`src/rtl/fetch_stage_pkg.sv`:
```
// Shared types and constants for the instruction-fetch front end.
// fetch_data_t is the record held by the one-entry hold buffer;
// fetch_state_t is the fetch FSM encoding.
package fetch_stage_pkg;

  localparam logic [63:0] PC_RESET  = 64'h8000_0000;
  localparam logic [31:0] NOP_INSTR = 32'h0000_0013;

  typedef enum logic [1:0] {
    REQ   = 2'd0,
    HOLD  = 2'd1,
    FLUSH = 2'd2
  } fetch_state_t;

  typedef struct packed {
    logic        valid;
    logic [63:0] pc;
    logic [31:0] raw_instr;
    logic        exc_misal;
  } fetch_data_t;

  // Sequential next-instruction address; wraps modulo 2^64.
  function automatic logic [63:0] pc_plus4(input logic [63:0] pc);
    return pc + 64'd4;
  endfunction

endpackage

```
`src/rtl/fetch_hold_buf.sv`:
```
// One-entry hold buffer: keeps an instruction that returned while the
// downstream stage was stalled. Clear has priority over load.
module fetch_hold_buf
  import fetch_stage_pkg::*;
(
  input  logic        clk,
  input  logic        reset,
  input  logic        load,
  input  logic        clear,
  input  fetch_data_t d,
  output fetch_data_t q
);

  // Buffer register with async reset; clear drops the entry.
  always_ff @(posedge clk or posedge reset) begin
    if (reset) begin
      q <= '0;
    end else if (clear) begin
      q <= '0;
    end else if (load) begin
      q <= d;
    end
  end

endmodule

```
`src/rtl/fetch_stage.sv`:
```
// Instruction-fetch front end: owns the PC, issues one outstanding
// instruction-bus request at a time and presents {valid, pc, instr} to the
// fetch/decode pipeline register. Honours stall and execute-stage redirect.
//
// Optional feature: define FETCH_MISALIGN_CHECK_EN to stop fetching from a
// misaligned PC and present a misaligned-PC exception until a redirect.
//
// Bus handshake: once ireq_valid rises, ireq_valid and ireq_addr stay stable
// until a cycle with iresp_data_ok; a request is never cancelled, and
// iresp_data_ok may arrive in the same cycle the request is first raised.
// dbg_state exposes the FSM state for observation.
module fetch_stage
  import fetch_stage_pkg::*;
#(
  parameter logic [63:0] PC_RST  = PC_RESET,
  parameter logic [31:0] NOP_INS = NOP_INSTR
) (
  input  logic         clk,
  input  logic         reset,
  input  logic         stall,
  input  logic         redirect_valid,
  input  logic [63:0]  redirect_pc,
  output logic         ireq_valid,
  output logic [63:0]  ireq_addr,
  input  logic         iresp_data_ok,
  input  logic [31:0]  iresp_data,
  output logic         out_valid,
  output logic [63:0]  out_pc,
  output logic [31:0]  out_instr,
  output logic         out_exc_misal,
  output fetch_state_t dbg_state
);

  fetch_state_t state, state_next;
  logic [63:0]  pc, pc_next;
  logic [63:2]  req_addr;
  logic [63:0]  req_addr_full;
  logic         buf_load, buf_clear;
  fetch_data_t  buf_d, buf_q;

  assign req_addr_full = {req_addr, 2'b00};
  assign ireq_addr     = req_addr_full;
  assign dbg_state     = state;

  fetch_hold_buf u_hold_buf (
    .clk   (clk),
    .reset (reset),
    .load  (buf_load),
    .clear (buf_clear),
    .d     (buf_d),
    .q     (buf_q)
  );

  // State, PC and request-address registers; req_addr follows pc on every entry to REQ.
  always_ff @(posedge clk or posedge reset) begin
    if (reset) begin
      state    <= REQ;
      pc       <= PC_RST;
      req_addr <= PC_RST[63:2];
    end else begin
      state <= state_next;
      pc    <= pc_next;
      if (state_next == REQ) begin
        req_addr <= pc_next[63:2];
      end
    end
  end

  // Next-state, bus request and pipeline-register outputs; redirect always beats stall.
  always_comb begin
    state_next    = state;
    pc_next       = pc;
    ireq_valid    = 1'b0;
    buf_load      = 1'b0;
    buf_clear     = 1'b0;
    buf_d         = '0;
    out_valid     = 1'b0;
    out_pc        = 64'd0;
    out_instr     = NOP_INS;
    out_exc_misal = 1'b0;
    unique case (state)
      REQ: begin
`ifdef FETCH_MISALIGN_CHECK_EN
        if (pc[1:0] != 2'b00) begin
          // Idle on a misaligned PC and report it until redirected.
          out_valid     = 1'b1;
          out_exc_misal = 1'b1;
          out_pc        = pc;
          if (redirect_valid) begin
            pc_next = redirect_pc;
          end
        end else begin
`else
        begin
`endif
          ireq_valid = 1'b1;
          if (iresp_data_ok) begin
            if (redirect_valid) begin
              // Response belongs to the wrong path: discard it.
              pc_next = redirect_pc;
            end else begin
              pc_next = pc_plus4(req_addr_full);
              if (!stall) begin
                out_valid = 1'b1;
                out_pc    = req_addr_full;
                out_instr = iresp_data;
              end else begin
                buf_load         = 1'b1;
                buf_d.valid      = 1'b1;
                buf_d.pc         = req_addr_full;
                buf_d.raw_instr  = iresp_data;
                buf_d.exc_misal  = 1'b0;
                state_next       = HOLD;
              end
            end
          end else if (redirect_valid) begin
            // Request still in flight and cannot be cancelled: wait it out.
            pc_next    = redirect_pc;
            state_next = FLUSH;
          end
        end
      end
      HOLD: begin
        if (redirect_valid) begin
          buf_clear  = 1'b1;
          pc_next    = redirect_pc;
          state_next = REQ;
        end else begin
          out_valid     = buf_q.valid;
          out_pc        = buf_q.pc;
          out_instr     = buf_q.raw_instr;
          out_exc_misal = buf_q.exc_misal;
          if (!stall) begin
            buf_clear  = 1'b1;
            state_next = REQ;
          end
        end
      end
      FLUSH: begin
        ireq_valid = 1'b1;
        if (redirect_valid) begin
          pc_next = redirect_pc;
        end
        if (iresp_data_ok) begin
          state_next = REQ;
        end
      end
      default: begin
        state_next = REQ;
      end
    endcase
    // While reset is held, present the idle values regardless of inputs.
    if (reset) begin
      ireq_valid    = 1'b0;
      out_valid     = 1'b0;
      out_pc        = 64'd0;
      out_instr     = NOP_INS;
      out_exc_misal = 1'b0;
      buf_load      = 1'b0;
    end
  end

endmodule
```
`config.mk`:
```
export PLATFORM = sky130hd
export DESIGN_NAME = fetch_stage
export DESIGN_NICKNAME = d
export VERILOG_FILES = /design/src/rtl/fetch_stage_pkg.sv /design/src/rtl/fetch_hold_buf.sv /design/src/rtl/fetch_stage.sv
export SDC_FILE = /design/constraint.sdc
export NUM_CORES = 1
export LEC_CHECK = 0
export CORE_MARGIN = 2
export CORE_UTILIZATION = 48
export DETAILED_ROUTE_END_ITERATION = 16
export PLACE_DENSITY = 0.78
export SLEW_MARGIN = 20
export SYNTH_ARGS = -nofsm -noshare
export SYNTH_HDL_FRONTEND = slang
export SYNTH_HIERARCHICAL = 1
export SYNTH_SLANG_ARGS = --single-unit
```
`constraint.sdc`:
```
create_clock -name clk -period 4.8 [get_ports clk]
set_input_delay 0.72 -clock clk [delete_from_list [all_inputs] [get_ports clk]]
set_output_delay 0.72 -clock clk [all_outputs]
set_load 0.005 [all_outputs]
```
==> impl_metrics.py <==
metrics = {
    "logic_synthesis": {
        "ys_seq_area_share_pct": 41.2,
        "synth_cell_types": 71,
        "synth_ff_type": "dfrtp_1",
        "async_flop_share_pct": 100,
        "synthTopCellsByCount": "nor2_1, dfrtp_1, a22oi_1",
        "synth_top_area_share_pct": 40.8,
        "postSynthCellCount": 1526,
        "avgSynthCellArea_um2": 8.92,
        "yosysMostFrequentCell": "nor2_1",
        "synth_seq_cells": 224,
        "ys_warn_count": 6,
        "synth_edf_count": 0,
        "synth_area_leaders": "dfrtp_1, a22oi_1, mux2i_1, nor2_1, and2_1",
        "synth_area_um2": 13600,
        "synth_top_area_cell": "dfrtp_1",
    },
    "global_routing": {
        "grt_max_degree": 99,
        "grt_overflow": 0,
        "grt_pass1_wl_um": 69300,
        "grt_pass1_vias": 12700,
        "grtUsageTotal_pct": 29.3,
        "grt_antenna_before_repair": 2,
    },
    "clocking": {
        "cts_tree": "built",
        "cts-root-buf": "clkbuf_16",
        "numCtsBuffers": 25,
        "cts_max_level": 1,
        "clock_sinks": 224,
        "post_cts_buffers": 0,
        "insertion_delay_ns": 0.54,
        "cts_resized": 0,
        "cts_hold_buf": 0,
        "ctsLongestPathBuffers": 3,
        "cts.clk_slew.worst_paths_ns": 0.07,
    },
    "timing": {
        "maxSlewViolCount": 0,
        "setup_viol": 0,
        "fmax_mhz": 236,
        "worstMarginPinSlew_ns": 0.975,
        "post-route-period-util_pct": 88.3,
        "finalSetupTns_ns": 0,
        "fin_crit_ns": 4.24,
        "setup_ws_ns": 0.562,
        "rsz0062_at_grt": "false",
        "hold_viol": 0,
        "holdWs_ns": 0.488,
        "relSlewSlack_pct": 35.0,
        "clock_skew_ns": 0.0169,
    },
    "finish": {
        "fin_util_pct": 62.3,
        "layout-drive-gt1-share_pct": 7.96,
        "nets": 1810,
        "n_fill_cell": 2372,
        "area_growth_pct": 27.5,
        "stdcell_count": 2102,
    },
    "placement": {
        "port_buffers": 261,
        "gp_congestion": 0.889,
        "place_inst": 2055,
        "place_worst_setup_slack_ns": 0.815,
        "hpwl_um": 28800,
    },
    "outcome": {
        "outcome": "completed",
    },
    "pwr": {
        "p_leak_uw": 0.00690,
        "power.density_nw_per_um2": 563,
        "vdd.ir_drop.worst_uv": 289,
    },
    "critical_path": {
        "start_kind": "flop",
        "crit_arrival_ns": 3.52,
        "crit_fanout": 92,
        "critPathKind": "reg -> out",
        "required_ns": 4.08,
        "end_kind": "output port",
    },
    "die": {
        "coreArea_um2": 27900,
        "dieArea_um2": 29700,
        "die_width_um": 172,
        "start_util_pct": 48.9,
        "ios": 266,
        "die_h_um": 172,
        "fp-row-count": 61,
    },
    "drt": {
        "routedWlPerCell_um": 21.0,
        "final_antenna_net_count": 0,
        "drc": 0,
        "num_vias": 13000,
        "drtIter0Drc": 1520,
        "drtPass1Iterations": 8,
        "via_per_inst": 6.19,
        "drt-total-wl_um": 44200,
    },
    "min_path": {
        "min_path_type": "reg -> reg",
    },
    "flow_run": {
        "drv.max_cap_violation_count": 0,
    },
}
logic make-up after synthesis:
group | Yosys count | share of synthesized area [%]
and+or+nand+nor | 570 | 20.2
DFF | 224 | 41.2
other | 1 | 0.0275
buffers and inverters | 164 | 5.09
xor gates and xnor gates | 47 | 3.02
adders and majority gates | 5 | 0.459
AOI/OAI and AO/OA | 377 | 19.5
muxes | 138 | 10.5
area by class of cell:
type | instances | area (µm²) | area share [%]
Sequential cell | 224 | 5610 | 32.3
Inverter | 19 | 80.1 | 0.461
Antenna cell | 2 | 5.00 | 0.0288
Clock buffer | 33 | 706 | 4.07
Clock inverter | 12 | 166 | 0.959
Timing Repair Buffer | 292 | 2930 | 16.9
Tap cell | 378 | 473 | 2.72
Multi-Input combinational cell | 1142 | 7390 | 42.6
routing by layer:
metal	vias up	track usage (%)	routed length, µm
li1	5862	-	-
met1	6384	40.2	18400
met2	658	46.7	20200
met3	105	5.40	4150
met4	4	9.86	1300
met5	-	0	32
cells in the final DEF (no fill, tap or decap), types with 6 or more instances in the layout:
cell	instances
a22oi_1	136
clkinv_2	6
o21ai_0	69
clkbuf_16	25
xor2_1	18
mux2i_1	100
nor4_1	14
nand4_1	26
a21o_1	8
a22o_1	14
o22ai_1	7
or3_1	8
buf_4	25
and2_1	91
and3_1	19
and4_1	11
o221ai_1	12
dfrtp_1	222
nand3_1	28
a31oi_1	11
o2bb2ai_1	7
clkdlybuf4s50_1	261
inv_1	16
nor2b_1	8
nor3_1	18
nand2b_1	10
nand2_1	68
xnor2_1	29
a221oi_1	7
a21oi_1	41
mux2_2	38
nor2_1	252
power breakdown:
group	internal (µW)	switching, µW	leakage, µW	total, µW
combinational	2020	2370	0.00355	4390
clock	1250	815	0.000432	2060
sequential	2470	842	0.00292	3320
per-stage QoR:
stage | area, µm² | power, µW
6_report | 17400 | 9770
5_1_grt | 17400 | 10300
4_1_cts | 17300 | 9720
3_5_place_dp | 16500 | 7620
3_3_place_gp | 16400 | 7460
2_1_floorplan | 13600 | 5840
registers in the layout (all words and copies together), names as in the netlist:
register,cells
u_hold_buf/q,98
req_addr,62
pc,62
dbg_state,2
final timing paths:
kind                              start               end  slack [ns]  cells past startpoint
setup / recovery           dbg_state[0]        out_pc[33]        0.56                      9
hold / removal                    pc[2]             pc[2]        0.49                      2
setup reg to reg           dbg_state[0]  u_hold_buf/q[60]        1.60                      8
hold reg to reg                   pc[2]             pc[2]        0.49                      2
max in group asynchronous         reset      req_addr[14]        2.20                      4
min in group asynchronous         reset  u_hold_buf/q[87]        0.92                      2
worst max-delay path: stages (launching register included):
cell             delay (ns)
dfrtp_1                0.47
inv_1                  0.15
ha_1                   0.24
buf_4                  0.35
inv_1                  0.29
nor2_4                 0.20
buf_12                 0.37
a22oi_1                0.15
nor2_1                 0.16
clkdlybuf4s50_1        0.53
No activity file was read; power rests on OpenSTA's default activity.
